==> src/rtl/alu_pkg.sv <==
// alu_pkg: constants shared by the issue stage and the ALU.
//   ALU opcodes (ADD..SRA), MIPS R-type funct codes, issue FSM state
//   encoding and the funct -> ALU opcode decoder.
package alu_pkg;

   localparam logic [2:0] ADD = 3'b000;
   localparam logic [2:0] SUB = 3'b001;
   localparam logic [2:0] AND = 3'b010;
   localparam logic [2:0] OR  = 3'b011;
   localparam logic [2:0] SRL = 3'b100;
   localparam logic [2:0] SRA = 3'b101;

   localparam logic [5:0] FUNCT_ADDU = 6'h21;
   localparam logic [5:0] FUNCT_SUBU = 6'h23;
   localparam logic [5:0] FUNCT_AND  = 6'h24;
   localparam logic [5:0] FUNCT_OR   = 6'h25;
   localparam logic [5:0] FUNCT_SRLV = 6'h06;
   localparam logic [5:0] FUNCT_SRAV = 6'h07;

   typedef enum logic [1:0] {
      S_IDLE = 2'd0,
      S_EXEC = 2'd1,
      S_WB   = 2'd2
   } state_t;

   typedef struct packed {
      logic       legal;
      logic       shift;   // operand swap: A=GPR[rt], B=GPR[rs][4:0]
      logic [2:0] op;
   } dec_t;

   // Illegal words decode to op=ADD (000) with legal=0.
   function automatic dec_t decode(input logic [31:0] w);
      dec_t d;
      d = '0;
      if (w[31:26] == 6'd0) begin
         unique case (w[5:0])
            FUNCT_ADDU: begin d.legal = 1'b1; d.op = ADD; end
            FUNCT_SUBU: begin d.legal = 1'b1; d.op = SUB; end
            FUNCT_AND:  begin d.legal = 1'b1; d.op = AND; end
            FUNCT_OR:   begin d.legal = 1'b1; d.op = OR;  end
            FUNCT_SRLV: begin d.legal = 1'b1; d.shift = 1'b1; d.op = SRL; end
            FUNCT_SRAV: begin d.legal = 1'b1; d.shift = 1'b1; d.op = SRA; end
            default: ;
         endcase
      end
      return d;
   endfunction

endpackage

==> src/rtl/alu_issue_if.sv <==
// alu_issue_if: instruction handshake plus ALU operand/result bus.
//   master: upstream/ALU side (drives instr_valid, instr, alu_c)
//   slave : issue stage side (drives instr_ready, alu_a, alu_b, alu_op)
interface alu_issue_if;
   logic        instr_valid;
   logic        instr_ready;
   logic [31:0] instr;
   logic [31:0] alu_a;
   logic [31:0] alu_b;
   logic [2:0]  alu_op;
   logic [31:0] alu_c;

   modport master (output instr_valid, instr, alu_c,
                   input  instr_ready, alu_a, alu_b, alu_op);
   modport slave  (input  instr_valid, instr, alu_c,
                   output instr_ready, alu_a, alu_b, alu_op);
endinterface

==> src/rtl/alu_issue_grf.sv <==
// grf: 32x32 general register file.
//   ra1/ra2/ra3 -> rd1/rd2/rd3 : combinational reads ($0 reads zero)
//   ld_*  : preload write request (caller qualifies with IDLE)
//   wb_*  : write-back request
//   reset : asynchronous active-low clear of every register
module grf (
   input  logic        clk,
   input  logic        reset,
   input  logic [4:0]  ra1,
   input  logic [4:0]  ra2,
   input  logic [4:0]  ra3,
   output logic [31:0] rd1,
   output logic [31:0] rd2,
   output logic [31:0] rd3,
   input  logic        ld_en,
   input  logic [4:0]  ld_addr,
   input  logic [31:0] ld_data,
   input  logic        wb_en,
   input  logic [4:0]  wb_addr,
   input  logic [31:0] wb_data
);

   logic [31:0] regs [32];
   logic        we;
   logic [4:0]  wa;
   logic [31:0] wd;

   // Preload is only possible in IDLE and write-back only in WB, so the
   // two requests never collide; WB is given priority for definiteness.
   always_comb begin
      we = ld_en | wb_en;
      wa = wb_en ? wb_addr : ld_addr;
      wd = wb_en ? wb_data : ld_data;
   end

   always_ff @(posedge clk or negedge reset) begin
      if (!reset) begin
         for (int unsigned i = 0; i < 32; i++) regs[i] <= '0;
      end else if (we && (wa != 5'd0)) begin
         regs[wa] <= wd;
      end
   end

   assign rd1 = (ra1 == 5'd0) ? '0 : regs[ra1];
   assign rd2 = (ra2 == 5'd0) ? '0 : regs[ra2];
   assign rd3 = (ra3 == 5'd0) ? '0 : regs[ra3];

endmodule

==> src/rtl/alu_issue.sv <==
// alu_issue: serialized issue/write-back stage in front of the ALU.
//   clk, reset (async, active-low)
//   bus      : instr handshake in, ALU operands out, ALU result in
//   ld_*     : host preload of a GPR, honoured in IDLE only
//   wb_*     : write-back strobe/address/data, valid in WB
//   err      : one-cycle pulse in EXEC for an unsupported instruction
//   dbg_addr/dbg_data : combinational GPR read
// One instruction every 3 cycles: IDLE (accept) -> EXEC -> WB.
module alu_issue
   import alu_pkg::*;
(
   input  logic        clk,
   input  logic        reset,
   alu_issue_if.slave  bus,
   input  logic        ld_en,
   input  logic [4:0]  ld_addr,
   input  logic [31:0] ld_data,
   output logic        wb_en,
   output logic [4:0]  wb_addr,
   output logic [31:0] wb_data,
   output logic        err,
   input  logic [4:0]  dbg_addr,
   output logic [31:0] dbg_data
);

   state_t      state, state_nx;
   logic [31:0] ir;
   logic [31:0] res;
   dec_t        dec;
   logic [31:0] rs_data, rt_data;
   logic        accept;

   assign dec    = decode(ir);
   assign accept = bus.instr_valid && (state == S_IDLE);

   grf u_grf (
      .clk     (clk),
      .reset   (reset),
      .ra1     (ir[25:21]),
      .ra2     (ir[20:16]),
      .ra3     (dbg_addr),
      .rd1     (rs_data),
      .rd2     (rt_data),
      .rd3     (dbg_data),
      .ld_en   (ld_en && (state == S_IDLE)),
      .ld_addr (ld_addr),
      .ld_data (ld_data),
      .wb_en   (wb_en),
      .wb_addr (wb_addr),
      .wb_data (wb_data)
   );

   // State register
   always_ff @(posedge clk or negedge reset) begin
      if (!reset) state <= S_IDLE;
      else        state <= state_nx;
   end

   // Next-state logic
   always_comb begin
      state_nx = state;
      unique case (state)
         S_IDLE:  if (bus.instr_valid) state_nx = S_EXEC;
         S_EXEC:  state_nx = dec.legal ? S_WB : S_IDLE;
         S_WB:    state_nx = S_IDLE;
         default: state_nx = S_IDLE;
      endcase
   end

   // Outputs
   always_comb begin
      bus.instr_ready = (state == S_IDLE);
      err             = (state == S_EXEC) && !dec.legal;
      wb_en           = (state == S_WB);
      wb_addr         = wb_en ? ir[15:11] : '0;
      wb_data         = wb_en ? res : '0;
   end

   // Operand routing is driven from ir in every state; it only matters in EXEC.
   always_comb begin
      bus.alu_op = dec.op;
      if (dec.shift) begin
         bus.alu_a = rt_data;
         bus.alu_b = {27'd0, rs_data[4:0]};
      end else begin
         bus.alu_a = rs_data;
         bus.alu_b = rt_data;
      end
   end

   // Instruction and result registers
   always_ff @(posedge clk or negedge reset) begin
      if (!reset) begin
         ir  <= '0;
         res <= '0;
      end else begin
         if (accept) ir <= bus.instr;
         if ((state == S_EXEC) && dec.legal) res <= bus.alu_c;
      end
   end

endmodule

==> src/flat_wrapper.sv <==
// flat-port wrapper written by rule: the top's interface ports become plain ports
module alu_issue_flat import alu_pkg::*;
  (clk, reset, ld_en, ld_addr, ld_data, wb_en, wb_addr, wb_data, err, dbg_addr, dbg_data, bus_instr_valid, bus_instr, bus_alu_c, bus_instr_ready, bus_alu_a, bus_alu_b, bus_alu_op);
  alu_issue_if bus_i ();
  input  logic clk;
  input  logic reset;
  input  logic ld_en;
  input  logic [4:0] ld_addr;
  input  logic [31:0] ld_data;
  output logic wb_en;
  output logic [4:0] wb_addr;
  output logic [31:0] wb_data;
  output logic err;
  input  logic [4:0] dbg_addr;
  output logic [31:0] dbg_data;
  input wire logic [$bits(bus_i.instr_valid)-1:0] bus_instr_valid;
  input wire logic [$bits(bus_i.instr)-1:0] bus_instr;
  input wire logic [$bits(bus_i.alu_c)-1:0] bus_alu_c;
  output wire logic [$bits(bus_i.instr_ready)-1:0] bus_instr_ready;
  output wire logic [$bits(bus_i.alu_a)-1:0] bus_alu_a;
  output wire logic [$bits(bus_i.alu_b)-1:0] bus_alu_b;
  output wire logic [$bits(bus_i.alu_op)-1:0] bus_alu_op;
  assign bus_i.instr_valid = bus_instr_valid;
  assign bus_i.instr = bus_instr;
  assign bus_i.alu_c = bus_alu_c;
  assign bus_instr_ready = bus_i.instr_ready;
  assign bus_alu_a = bus_i.alu_a;
  assign bus_alu_b = bus_i.alu_b;
  assign bus_alu_op = bus_i.alu_op;
  alu_issue u_core (.clk(clk), .reset(reset), .bus(bus_i), .ld_en(ld_en), .ld_addr(ld_addr), .ld_data(ld_data), .wb_en(wb_en), .wb_addr(wb_addr), .wb_data(wb_data), .err(err), .dbg_addr(dbg_addr), .dbg_data(dbg_data));
endmodule
==> config.mk <==
export PLATFORM = sky130hd
export DESIGN_NAME = alu_issue_flat
export DESIGN_NICKNAME = d
export VERILOG_FILES = /design/src/rtl/alu_pkg.sv /design/src/rtl/alu_issue_if.sv /design/src/rtl/alu_issue_grf.sv /design/src/rtl/alu_issue.sv /design/src/flat_wrapper.sv
export SDC_FILE = /design/constraint.sdc
export NUM_CORES = 2
export LEC_CHECK = 0
export BUFFER_PORTS_ARGS = -buffer_cell sky130_fd_sc_hd__buf_2
export CORE_MARGIN = 2
export CORE_UTILIZATION = 60
export CTS_BUF_LIST = sky130_fd_sc_hd__clkbuf_16
export DETAILED_ROUTE_END_ITERATION = 6
export PLACE_DENSITY = 0.78
export SYNTH_ARGS = -nofsm -noshare
export SYNTH_HDL_FRONTEND = slang
export SYNTH_HIERARCHICAL = 1
export SYNTH_SLANG_ARGS = --single-unit
==> constraint.sdc <==
create_clock -name clk -period 7.6 [get_ports clk]
set_input_delay 1.52 -clock clk [delete_from_list [all_inputs] [get_ports clk]]
set_output_delay 1.52 -clock clk [all_outputs]
set_load 0.01 [all_outputs]
==> summary.md <==
| Metric | Value |
|---|---|
| Critical Path RT | `6080 ps` |
| First-pass GRT wire length | `339000 µm` |
| Core area | `109000 µm²` |
| Sw frac | `34.6%` |
| Cell count after synthesis | `5806` |
| Main flop type after synthesis | `dfrtp_1` |
| GR Layer Usage met3 | `15.1%` |
| Synth cell types | `60` |
| Pre-Repair DR Iteration Count | `7` |
| Die Wd | `335 µm` |
| DR vias | `54040` |
| Final ANT Viol Nets | `0` |
| Clock Power Share | `27.2%` |
| Average wire per standard cell | `32.1 µm` |
| Leak pwr | `29.4 nW` |
| GRT Resource Usage Total | `40.9%` |
| Pin count of the biggest net entering global routing | `189` |
| TritonCTS clock tree | `built` |
| Clock skew | `50.9 ps` |
| Vias in the first global route | `53266` |
| Syn avg cell area | `11.3 µm²` |
| Finished Core Util | `65.1%` |
| Post-DP HPWL | `130000 µm` |
| Clk sinks | `1085` |
| Routability congestion estimate | `0.929` |
| GRT Max-Usage Layer | `met2` |
| Die Span Y | `335 µm` |
| Worst skew pair latency | `740 ps` |
| Slew Viols, Final | `0` |
| Seq pwr share | `41.1%` |
| FF+latch count, synth | `1085` |
| CP Max Fanout | `20` |
| Final nets | `5766` |
| Status | `finished, violations left` |
| Critical path class | `reg2out` |
| Slew headroom | `5.61%` |
| # fillers | `7943` |
| Critical path startpoint category | `flip-flop` |
| Number of synthesized flops with an enable pin | `0` |
| M1 GR Usage | `51.2%` |
| Io pins | `249` |
| DRC | `48` |
| Post-CTS sizing | `0` |
| Die footprint | `112000 µm²` |
| GRT overflow | `0` |
| Cell-internal power | `0.0130 W` |
| Post-synth net total | `5916` |
| Total CTS buffers | `115` |
| Starting density of the core | `60.4%` |
| DRT iter0 DRCs | `8558` |
| Hold crit path type | `reg2reg` |
| Worst Max-Slew Pin Slew | `1410 ps` |
| Final min period | `6670 ps` |
| P&R area growth vs syn | `7.87%` |
| RSZ-0062 raised after global routing | `no` |
| Hold_ws | `423 ps` |
| Max clock buf depth | `3` |
| Final setup violation count | `0` |
| Hold Vio Cnt, Final | `0` |
| Switch Pwr | `0.00688 W` |
| PD cells | `281 nW/µm²` |
| Routed Wire Length | `230000 µm` |
| Synthesized area | `65600 µm²` |
| CP Capture Type | `output pin` |
| Vias per cell | `7.54` |
| Port buffer count | `243` |
| Postcts setup bufs | `0` |
| Yosys warnings | `6` |
| Layout cells sized above 1 | `24.2%` |
| Sequential area share after synthesis | `41.4%` |
| Initial antenna violation count | `9` |
| Max-Cap Viols | `0` |
| Met2 global-route usage | `59.4%` |
| # rows | `121` |
| Post-CTS Hold Buffers | `0` |
| H-tree levels | `3` |
| Post-synth ARST share | `100%` |
| Failing checks | `design-rule violations` |
| Crit path DAT | `5150 ps` |
| Final worst path period share | `87.7%` |
| Logic gate share of total power | `31.6%` |
| Setup TNS | `0 ps` |
| Fmax | `150 MHz` |
| Clock-pin transition on the worst setup and hold timing paths | `60 ps` |
| Root buf cell | `clkbuf_16` |
| Peak supply drop | `210 µV` |
## path summary, 6_finish.rpt
check / slack [ps] / end / start / depth (start not counted)
max in group asynchronous: 5310 / u_core/u_grf/regs[211] / reset / 2
min: 420 / u_core/u_grf/regs[1002] / u_core/u_grf/regs[1002] / 0
min in group asynchronous: 740 / u_core/res[25] / reset / 1
max reg2reg: 3210 / u_core/u_grf/regs[985] / u_core/state[0] / 9
min reg2reg: 420 / u_core/u_grf/regs[1002] / u_core/u_grf/regs[1002] / 0
max: 930 / bus_alu_a[25] / u_core/ir[24] / 7
## metrics by stage
| step | total power (W) | instance area, µm² | instances | setup slack, ps |
|---|---|---|---|---|
| after detailed placement | 0.0142 | 67200 | 6953 | 1390 |
| final | 0.0199 | 70800 | 7169 | 934 |
| after global routing | 0.0206 | 70800 | 7161 | 1120 |
| after global placement | 0.0139 | 67200 | 6953 | 1420 |
| after CTS | 0.0196 | 70800 | 7161 | 1320 |
| after floorplan | 0.0122 | 65600 | 5806 | 2910 |
## logic make-up after synthesis
| logic type | count (synthesis) | share of synthesized area, % |
|---|---|---|
| muxes | 1298 | 31.7 |
| DFF | 1085 | 41.4 |
| and+or+nand+nor | 1230 | 8.34 |
| buffers and inverters | 766 | 5.55 |
| AOI/OAI and AO/OA | 1427 | 13.0 |
## placed cells by master (no fill, tap or decap), types with 30 or more instances in the layout
master	instances
a2111oi_0	30
a211oi_1	70
a21oi_1	706
a22o_1	54
a22oi_1	147
and2_1	87
buf_2	239
buf_4	137
clkbuf_16	117
clkinv_1	37
dfrtp_1	1077
inv_1	121
mux2_2	122
mux2_4	30
mux2i_1	512
mux4_2	600
nand2_1	263
nor2_1	644
nor2b_1	68
nor3_1	63
nor4_1	30
o21ai_0	246
o22ai_1	62
## layer usage
| metal | vias to the layer above | share of wire, % | wire [µm] |
|---|---|---|---|
| met5 | - | 0.067 | 154 |
| met4 | 14 | 8.2 | 18900 |
| met3 | 1295 | 15 | 35100 |
| met2 | 4894 | 43 | 99400 |
| met1 | 26479 | 33 | 76200 |
| li1 | 21358 | - | - |
## layout make-up
class	count	area (µm²)	share of cell area [%]
Timing Repair Buffer	399	2660	3.76
Multi-Input combinational cell	3955	35200	49.8
Tap cell	1414	1770	2.50
Sequential cell	1085	27200	38.4
Clock buffer	117	2930	4.14
Inverter	100	375	0.530
Antenna cell	8	20.0	0.0283
Clock inverter	91	617	0.871
## sequential cells by signal (all words and copies together) (netlist names)
| name | flops |
|---|---|
| u_core/res | 32 |
| u_core/ir | 27 |
| u_core/state | 2 |
| u_core/u_grf/regs | 1024 |
## power groups by stage
stage                     Combinational [W]  Sequential (W)  Clock (W)
after floorplan                     0.00454         0.00771          0
after global placement              0.00586         0.00808          0
after detailed placement            0.00605         0.00818          0
after CTS                           0.00610         0.00809    0.00543
after global routing                0.00661         0.00829    0.00567
final                               0.00629         0.00818    0.00542
## worst max-delay path: stages, from the launching register on
cell       delay (ps)
dfrtp_1          1160
nor2b_4          1060
buf_4             620
a22o_1            240
a2111oi_0          70
nor3_1            770
mux2_4            270
buf_2             130
## Yosys cell counts, drive strengths merged, types with 71 or more instances
cell type  instances  area [µm²]
mux4             600       13500
buf              342        2050
a211oi            71         538
a21oi            706        3530
nor2b             75         469
nor2             649        2440
mux2i            544        5450
inv               98         368
o21ai            261        1310
a22oi            147        1100
nand2            266        1000
mux2             154        1850
dfrtp           1085       27200
and2              91         569
clkbuf           324        1220
No activity file was read; power rests on OpenSTA's default activity.
